===== src/rtl/phy_pkg.sv =====
`default_nettype none
// ============================================================================
//  Module      : phy_pkg
//  Description : Definitions shared by the PHY serializer and deserializer.
//                Holds the comma symbol, the slot geometry (four 2-bit
//                pairs per byte) and the transmitter state encoding.
//  Revision    : 1.0 - initial release
// ============================================================================
package phy_pkg;

    // Idle / training symbol. Never carried as payload.
    localparam logic [7:0] COMMA_SYM = 8'hBC;

    // Lane slot geometry: one byte is sent as four 2-bit pairs.
    localparam int PHASE_W  = 2;
    localparam int SLOT_LEN = 4;

    // Transmitter state.
    typedef enum logic [0:0] {
        TRAIN  = 1'b0,
        ACTIVE = 1'b1
    } tx_state_t;

endpackage : phy_pkg
`default_nettype wire


===== src/rtl/paralelo_serial.sv =====
`default_nettype none
// ============================================================================
//  Module      : paralelo_serial
//  Description : Byte-to-lane serializer. Accepts one 9-bit word per 4-clock
//                slot ({valid, data}) and drives it onto a 2-bit lane, MSB
//                pair first. After reset a burst of TRAIN_WORDS comma slots
//                is sent so the far-end receiver can lock; afterwards the
//                comma fills every slot without valid data.
//
//  Ports       : clk16       - lane clock, all state changes on rising edge
//                reset16     - asynchronous, active-low reset
//                inParalelo  - [8] valid, [7:0] data; captured when ready=1
//                retrain     - restart training at a slot boundary
//                              (only with PARALELOSERIAL_RETRAIN_EN)
//                ready       - high in phase 3 of a slot whose next word is
//                              taken from inParalelo at the coming edge
//                serial      - 2-bit lane output
//                comma_err   - one-cycle pulse: a valid comma was offered
//                              as data and dropped
//
//  Options     : PARALELOSERIAL_RETRAIN_EN - adds the retrain input.
//  Revision    : 1.0 - initial release
// ============================================================================
module paralelo_serial
    import phy_pkg::*;
#(
    parameter logic [7:0] COMMA       = COMMA_SYM,
    parameter int         TRAIN_WORDS = 4
) (
    input  logic       clk16,
    input  logic       reset16,
    input  logic [8:0] inParalelo,
`ifdef PARALELOSERIAL_RETRAIN_EN
    input  logic       retrain,
`endif
    output logic       ready,
    output logic [1:0] serial,
    output logic       comma_err
);

    localparam logic [2:0]         c_last_train = 3'(TRAIN_WORDS - 1);
    localparam logic [PHASE_W-1:0] c_last_phase = PHASE_W'(SLOT_LEN - 1);

    logic [PHASE_W-1:0] phase_q,     phase_d;
    logic [7:0]         word_q,      word_d;
    tx_state_t          state_q,     state_d;
    logic [2:0]         train_cnt_q, train_cnt_d;
    logic               comma_err_q, comma_err_d;

    logic w_retrain;
    logic w_slot_end;
    logic w_last_train;

`ifdef PARALELOSERIAL_RETRAIN_EN
    assign w_retrain = retrain;
`else
    assign w_retrain = 1'b0;
`endif

    assign w_slot_end   = (phase_q == c_last_phase);
    assign w_last_train = (train_cnt_q == c_last_train);

    // The last training slot already samples input so data follows the
    // burst with no idle gap; a retrain request masks the strobe.
    assign ready = w_slot_end && ((state_q == ACTIVE) || w_last_train) && !w_retrain;

    assign comma_err = comma_err_q;

    // Next-state logic. Everything except the phase counter only moves at
    // the slot boundary (phase 3 edge).
    always_comb begin
        phase_d     = phase_q + 1'b1;
        word_d      = word_q;
        state_d     = state_q;
        train_cnt_d = train_cnt_q;
        comma_err_d = 1'b0;

        if (w_slot_end) begin
            if (w_retrain) begin
                state_d     = TRAIN;
                train_cnt_d = '0;
                word_d      = COMMA;
            end else if (ready) begin
                state_d = ACTIVE;
                if (inParalelo[8] && (inParalelo[7:0] != COMMA)) begin
                    word_d = inParalelo[7:0];
                end else begin
                    // Idle fill, or a valid comma that cannot be sent as data.
                    word_d      = COMMA;
                    comma_err_d = inParalelo[8];
                end
            end else begin
                train_cnt_d = train_cnt_q + 1'b1;
                word_d      = COMMA;
            end
        end
    end

    // Lane mux: purely from registers, so no input-to-output path exists.
    always_comb begin
        serial = word_q[7:6];
        case (phase_q)
            2'd0:    serial = word_q[7:6];
            2'd1:    serial = word_q[5:4];
            2'd2:    serial = word_q[3:2];
            default: serial = word_q[1:0];
        endcase
    end

    always_ff @(posedge clk16 or negedge reset16) begin
        if (!reset16) begin
            phase_q     <= '0;
            word_q      <= COMMA;
            state_q     <= TRAIN;
            train_cnt_q <= '0;
            comma_err_q <= 1'b0;
        end else begin
            phase_q     <= phase_d;
            word_q      <= word_d;
            state_q     <= state_d;
            train_cnt_q <= train_cnt_d;
            comma_err_q <= comma_err_d;
        end
    end

endmodule : paralelo_serial
`default_nettype wire

===== config.mk =====
export PLATFORM = sky130hd
export DESIGN_NAME = paralelo_serial
export DESIGN_NICKNAME = d
export VERILOG_FILES = /design/src/rtl/phy_pkg.sv /design/src/rtl/paralelo_serial.sv
export SDC_FILE = /design/constraint.sdc
export NUM_CORES = 1
export LEC_CHECK = 0
export CORE_MARGIN = 2
export CORE_UTILIZATION = 43
export DETAILED_ROUTE_END_ITERATION = 6
export MAX_ROUTING_LAYER = met4
export PLACE_DENSITY = 0.7
export SYNTH_ARGS = -nofsm -noshare
export SYNTH_HDL_FRONTEND = slang
export SYNTH_SLANG_ARGS = --single-unit

===== constraint.sdc =====
create_clock -name clk16 -period 1.56 [get_ports clk16]
set_input_delay 0.234 -clock clk16 [delete_from_list [all_inputs] [get_ports clk16]]
set_output_delay 0.234 -clock clk16 [all_outputs]
set_load 0.01 [all_outputs]

==> results of run 1 <==
## final timing paths
path / slack, ns / startpoint / end / cells past startpoint
setup / recovery: -0.22 / phase_q[1] / serial[0] / 4
hold / removal: 0.25 / reset16 / train_cnt_q[1] / 2
setup reg to reg: 0.03 / train_cnt_q[1] / train_cnt_q[1] / 5
hold reg to reg: 0.54 / word_q[6] / word_q[6] / 2
max in group asynchronous: 1.07 / reset16 / word_q[2] / 2
min in group clk16: 0.53 / inParalelo[1] / word_q[1] / 3
## final cells by class
cell class                 count  area (sq um)  share of cell area, %
sequential                    15           383                   38.6
multi-input combinational     28           324                   32.7
timing repair buffer          24           204                   20.6
inverter                       9          33.8                   3.41
clock buffer                   4          26.3                   2.65
tap                           16          20.0                   2.02
## kinds of logic after synthesis
group           after synthesis  share of synthesized area (%)
xor+xnor                      1                           1.25
mux                           4                           5.91
fa+ha+maj                     6                           10.8
buf+inv                      10                           5.55
flops                        15                           54.7
compound gates               12                           14.7
simple gates                  5                           7.17
## sequential cells by signal, indices dropped and copies added (netlist names)
register     count
word_q           8
train_cnt_q      3
phase_q          2
comma_err        1
state_q          1
## through the flow
stage          util [%]  cells  setup slack [ns]  instance area [sq um]
6_report           65.8     96            -0.223                    991
5_1_grt            65.8     96            -0.367                    991
4_1_cts            63.5     94            -0.237                    957
3_5_place_dp       60.1     89            -0.306                    906
3_3_place_gp       60.1     89            -0.232                    906
2_1_floorplan         -     53            0.0526                    698
## where the power goes
part / internal [uW] / switching (uW)
registers: 404 / 5.78
logic: 37.6 / 24.3
clock network: 99.3 / 121
total: 541 / 151
## cell usage in the layout (no fill, tap or decap)
master,Yosys,layout
sky130_fd_sc_hd__nand4bb_1,1,1
sky130_fd_sc_hd__clkbuf_1,0,1
sky130_fd_sc_hd__buf_4,0,9
sky130_fd_sc_hd__ha_4,0,3
sky130_fd_sc_hd__inv_1,9,7
sky130_fd_sc_hd__mux2i_1,3,3
sky130_fd_sc_hd__mux2_4,0,1
sky130_fd_sc_hd__ha_2,0,2
sky130_fd_sc_hd__buf_6,0,1
sky130_fd_sc_hd__a222oi_1,2,2
sky130_fd_sc_hd__dfstp_2,5,5
sky130_fd_sc_hd__clkdlybuf4s50_1,0,11
sky130_fd_sc_hd__dfrtp_2,0,1
sky130_fd_sc_hd__dfrtp_1,10,9
sky130_fd_sc_hd__nand4b_1,1,1
sky130_fd_sc_hd__clkbuf_4,0,3
sky130_fd_sc_hd__o22a_1,5,5
sky130_fd_sc_hd__nor3_1,1,1
sky130_fd_sc_hd__buf_2,1,3
sky130_fd_sc_hd__o211ai_2,1,1
sky130_fd_sc_hd__or2_2,1,1
sky130_fd_sc_hd__inv_2,0,2
sky130_fd_sc_hd__o21a_1,1,1
sky130_fd_sc_hd__xor2_1,1,1
sky130_fd_sc_hd__ha_1,6,1
sky130_fd_sc_hd__nor3b_4,1,1
sky130_fd_sc_hd__o22ai_1,3,3
## what timing repair did
item / CTS / global route
pin swaps: 4 / 4
buffers inserted: 1 / 2
resized for setup: 21 / 4
setup endpoints to repair: 4 / 6
## metal layers
layer	vias to the layer above	wire [microns]	global-route usage [%]
li1	248	-	-
met1	248	628	22.8
met2	10	704	25.6
met3	2	60	7.35
met4	0	14	9.70
met5	-	0	-
==> results.txt, run 1 <==
----------------------------------------------------
[Status]
  Run status ... finished with violations
  Failing checks ... negative setup slack

[Cells and area]
  Post-layout net count ... 98
  Filler cell count ... between 100 and 150
  Total inserted antenna cells ... 0
  Area growth syn-to-layout ... 41.9%
  Fraction of final layout cells with drive strength greater than 1 ... 41.3%

[Yosys]
  Share of Yosys cell area claimed by the top area cell type ... roughly 36%
  Most area-hungry cell type in the Yosys netlist ... sky130_fd_sc_hd__dfrtp_1
  Net Count, Synth ... 70
  Synth Flop Type ... sky130_fd_sc_hd__dfrtp_1
  Number of flops mapped to enable cells by yosys ... 0
  Leading cell types by total area after synthesis ... sky130_fd_sc_hd__dfrtp_1 (36%), sky130_fd_sc_hd__dfstp_2 (19%), sky130_fd_sc_hd__ha_1 (11%)
  Async set or reset register ratio after synthesis ... 100%
  Count of warnings emitted by yosys ... 0
  Instance count of the mapped netlist ... 53
  Count of different cell masters after synthesis ... 18
  Most common cell in the netlist ... sky130_fd_sc_hd__dfrtp_1
  Synthesized area per cell ... 13.2 sq um
  Register bit count reported by yosys ... 15
  Summed instance area of the synthesized netlist ... ~700 sq um
  Proportion of synthesized chip area in sequential cells ... a little over half
  Leading post-synthesis cells by instance count ... sky130_fd_sc_hd__dfrtp_1 (10), sky130_fd_sc_hd__inv_1 (9), sky130_fd_sc_hd__ha_1 (6)

[Critical path]
  Biggest fanout along the worst timing path ... 3
  Number of buffers and inverters on the critical path ... 1
  CP top delay family ... flip-flops
  Critical Path Slowest Stage Cell ... sky130_fd_sc_hd__dfrtp_2
  Kind of end point of the critical path ... output pin
  Arrival time at the worst endpoint ... around 1.6 ns
  Critical path type ... flop to output pin
  CP required ... ~1.3 ns
  Cell chain of the critical path ... ha_4 -> a222oi_1 -> mux2i_1 -> buf_2
  Nature of the critical path startpoint ... flop
  Delay contributed by the slowest stage of the critical path ... between 0.4 and 0.5 ns

[Route]
  Number of remaining DRC errors ... 0
  Total routed wirelength ... around 1400 microns
  Detailed-routing iteration count for the pre-antenna-repair pass ... 4
  Average wire per standard cell ... approximately 15 microns
  Remaining antenna violation count after routing ... 0
  Ratio of routed vias to standard cells ... ~5.3
  Vias after detailed routing ... 508
  DRC marker count from the first detailed-route iteration ... 16

[Global route]
  Number of global-route vias before repair ... ~550
  Residual overflow from global routing ... 0
  Initial antenna violation count ... 0
  Total global routing track utilization ... between 15 and 20%
  Largest net degree at the start of global routing ... 16
  First-pass GRT wire length ... 2440 microns

[Floorplan]
  FP Rows ... 14
  I/O Pins ... 15
  Die span in y ... roughly 44 microns
  Die outline width ... 44.3 microns
  Starting density of the core ... about 46%
  Core outline area ... around 1500 sq um
  Die Area ... 1960 sq um

[Placement]
  Port Buffers ... 14
  Final estimated routing congestion in global placement ... about 0.79
  Final HPWL from detailed placement ... approximately 1000 microns

[Timing]
  TNS Setup ... -0.420 ns
  Final hold violation count ... 0
  Period utilization ... 114%
  Slew at the pin closest to its max-slew limit ... between 0.3 and 0.4 ns
  Final setup violation count ... 3
  Final min period ... roughly 1.8 ns
  Setup ws final ... -0.223 ns
  Peak Freq ... 561 MHz
  Worst Hold Margin ... between 0.2 and 0.3 ns
  Worst Clk Skew ... around 0.00036 ns
  Worst-case headroom to the max-slew limit ... 78.2%
  Unrepaired setup endpoints after global routing ... yes
  Total count of max-transition violations in the final report ... 0

[Clock tree]
  Worst-path clk slew ... approximately 0.08 ns
  Worst-case clock buffer depth ... 2
  CTS Sinks ... 15
  CTS buffer count ... 3
  Cell at the root of the clock tree ... sky130_fd_sc_hd__clkbuf_4
  Clock tree from TritonCTS ... built
  CTS Hold Bufs ... 0
  Worst-skew pair later-pin latency ... approximately 0.28 ns
  H-tree lvl count ... 1

[Power and ir drop]
  Power density cells ... between 600 and 700 nW/um^2
  Peak ir drop on the vdd network ... 499 uV
  Leak Pwr ... 0.000434 uW
  Total power ... just under 700 uW

[Run]
  Max-capacitance violation count ... 0

[Min path]
  Hold Path Class ... input pin to async pin

----------------------------------------------------
Note: power is estimated with default switching activity, not from simulation.
==> inputs of run 2 (changes only) <==
--- a/config.mk
+++ b/config.mk
@@ -9,5 +9,4 @@
 export CORE_UTILIZATION = 43
 export DETAILED_ROUTE_END_ITERATION = 6
-export MAX_ROUTING_LAYER = met4
 export PLACE_DENSITY = 0.7
 export SYNTH_ARGS = -nofsm -noshare
==> constraint.sdc (replaced) <==
create_clock -name clk16 -period 1.56 [get_ports clk16]
set_input_delay 0.39 -clock clk16 [delete_from_list [all_inputs] [get_ports clk16]]
set_output_delay 0.39 -clock clk16 [all_outputs]
set_load 0.01 [all_outputs]
==> results.txt, run 2 (same netlist as run 1, synthesis figures left out) <==
----------------------------------------------------
[Placement]
  Final HPWL from detailed placement ... 1000 microns (-2.7%)
  Worst Setup Slack post-DPL ... -0.422 ns (-0.116 ns)
  Final estimated routing congestion in global placement ... 0.719 (-8.4%)
  Total placed instance area ... 921 sq um (+1.7%)
  Port Buffers ... 14 (unchanged)

[Timing]
  Worst-case headroom to the max-slew limit ... 79.5% (+1.4 points)
  Total count of max-transition violations in the final report ... 0 (unchanged)
  Final setup violation count ... 4 (+1)
  Slew at the pin closest to its max-slew limit ... 0.307 ns (-0.0203 ns)
  Setup ws final ... -0.379 ns (-0.155 ns)
  Worst Clk Skew ... 0.00165 ns (+0.00129 ns)
  Final hold violation count ... 0 (unchanged)
  Final min period ... 1.94 ns (+0.155 ns)
  Worst Hold Margin ... 0.412 ns (+0.161 ns)
  Unrepaired setup endpoints after global routing ... yes
  Period utilization ... 124% (+10 points)
  TNS Setup ... -0.930 ns (-0.510 ns)
  Peak Freq ... 516 MHz (-8.0%)

[Route]
  Number of remaining DRC errors ... 0 (unchanged)
  Detailed-routing iteration count for the pre-antenna-repair pass ... 4 (unchanged)
  DRC marker count from the first detailed-route iteration ... 6 (-10)
  Vias after detailed routing ... 517 (+1.8%)
  Total routed wirelength ... 1370 microns (-3.1%)
  Ratio of routed vias to standard cells ... 5.22 (-1.3%)
  Average wire per standard cell ... 13.8 microns (-6.0%)
  Remaining antenna violation count after routing ... 0 (unchanged)

[Clock tree]
  CTS buffer count ... 3 (unchanged)
  Worst-case clock buffer depth ... 2 (unchanged)
  H-tree lvl count ... 1 (unchanged)
  CTS Sinks ... 15 (unchanged)
  Clock tree from TritonCTS ... built
  CTS Hold Bufs ... 0 (unchanged)
  Worst-path clk slew ... 0.08 ns (about the same)
  Worst-skew pair later-pin latency ... 0.28 ns (about the same)
  Cell at the root of the clock tree ... sky130_fd_sc_hd__clkbuf_4

[Floorplan]
  Starting density of the core ... 46.3% (unchanged)
  Die outline width ... 44.3 microns (unchanged)
  Die span in y ... 44.3 microns (unchanged)
  Die Area ... 1960 sq um (unchanged)
  FP Rows ... 14 (unchanged)
  I/O Pins ... 15 (unchanged)
  Core outline area ... 1510 sq um (unchanged)

[Cells and area]
  Most frequent cells in the layout ... sky130_fd_sc_hd__buf_4 (13), sky130_fd_sc_hd__clkdlybuf4s50_1 (11), sky130_fd_sc_hd__dfrtp_1 (10), sky130_fd_sc_hd__inv_1 (7)
  Final instance area ... 985 sq um (-0.63%)
  Largest registers ... word_q: 8 flops, train_cnt_q: 3 flops, phase_q: 2 flops
  Post-layout net count ... 101 (+3.1%)
  Largest reg by FF count ... word_q
  Total inserted antenna cells ... 0 (unchanged)
  Filler cell count ... 120 (+7.1%)
  Fraction of final layout cells with drive strength greater than 1 ... 41.0% (-0.29 points)
  End-of-flow core utilization ... 65.4% (-0.42 points)
  Max reg flops ... 8 (unchanged)
  Area growth syn-to-layout ... 41.0%
  Most frequent standard cell in the layout excluding fill and tap cells ... sky130_fd_sc_hd__buf_4

[Critical path]
  Nature of the critical path startpoint ... flop
  Arrival time at the worst endpoint ... 1.55 ns (about the same)
  CP required ... 1.17 ns (-0.16 ns)
  Kind of end point of the critical path ... output pin
  Critical path type ... flop to output pin
  Biggest fanout along the worst timing path ... 3 (unchanged)

[Min path]
  Hold Path Class ... input pin to async pin

[Global route]
  Initial antenna violation count ... 0 (unchanged)
  Residual overflow from global routing ... 0 (unchanged)
  Largest net degree at the start of global routing ... 16 (unchanged)
  Number of global-route vias before repair ... 546 (-0.91%)
  Total global routing track utilization ... 17.0% (-1.4 points)
  First-pass GRT wire length ... 2340 microns (-4.2%)

[Power and ir drop]
  Peak ir drop on the vdd network ... 522 uV (+4.5%)
  Power density cells ... 698 nW/um^2 (about the same)
  Leak Pwr ... 0.000439 uW (+1.1%)

[Status]
  Failing checks ... negative setup slack
  Run status ... finished with violations

[Run]
  Max-capacitance violation count ... 0 (unchanged)

----------------------------------------------------
## run 2: cell types whose count changed in the layout (fill, tap and decap cells not counted), sizes merged
cell  previous run  this run
buf             13        16
## run 2: final timing paths
check                               start              to  slack (ns)  cells after the start
max in group asynchronous         reset16       word_q[2]        0.91                      2
hold / removal                    reset16  train_cnt_q[1]        0.41                      2
setup reg to reg               phase_q[1]  train_cnt_q[1]       -0.03                      5
setup / recovery               phase_q[0]       serial[0]       -0.38                      5
hold reg to reg            train_cnt_q[1]  train_cnt_q[1]        0.51                      1
min in group clk16         train_cnt_q[1]  train_cnt_q[1]        0.51                      1
## run 2: area by class of cell
cell class                      instances  area [sq um]  area share [%]
Inverter                                9          33.8            3.43
Tap cell                               16          20.0            2.03
Sequential cell                        15           382            38.8
Clock buffer                            4          26.3            2.67
Timing Repair Buffer                   27           223            22.6
Multi-Input combinational cell         28           300            30.5
## run 2: what timing repair did
item | CTS | global route
pin swaps | 2 | 1
endpoints found under the setup margin | 4 | 7
gates resized for setup | 20 | 0
setup buffers | 4 | 0
## run 2: worst max-delay path: stages, from the launching register on
cell,delay (ns)
sky130_fd_sc_hd__dfrtp_1,0.42
sky130_fd_sc_hd__buf_4,0.16
sky130_fd_sc_hd__ha_4,0.15
sky130_fd_sc_hd__a222oi_1,0.27
sky130_fd_sc_hd__mux2i_1,0.12
sky130_fd_sc_hd__buf_2,0.15
## run 2: layer usage
layer	up-vias	routed length [microns]	part of all wire (%)	global-route usage (%)
li1	250	-	-	-
met1	261	660	48	22.0
met2	4	665	49	26.5
met3	2	26	1.9	3.67
met4	0	13	0.95	9.09
met5	-	0	0	0
## run 2: stage by stage
step,instances,power (uW)
2_1_floorplan,53,434
3_3_place_gp,91,481
3_5_place_dp,91,482
4_1_cts,99,700
5_1_grt,99,718
6_report,99,687
## run 2: report_power, final
part | leakage [uW] | switching, uW | internal [uW]
Clock | 0.0000150 | 117 | 99.2
Combinational | 0.000254 | 23.3 | 37.6
Sequential | 0.000169 | 5.94 | 404
Total | 0.000439 | 146 | 541
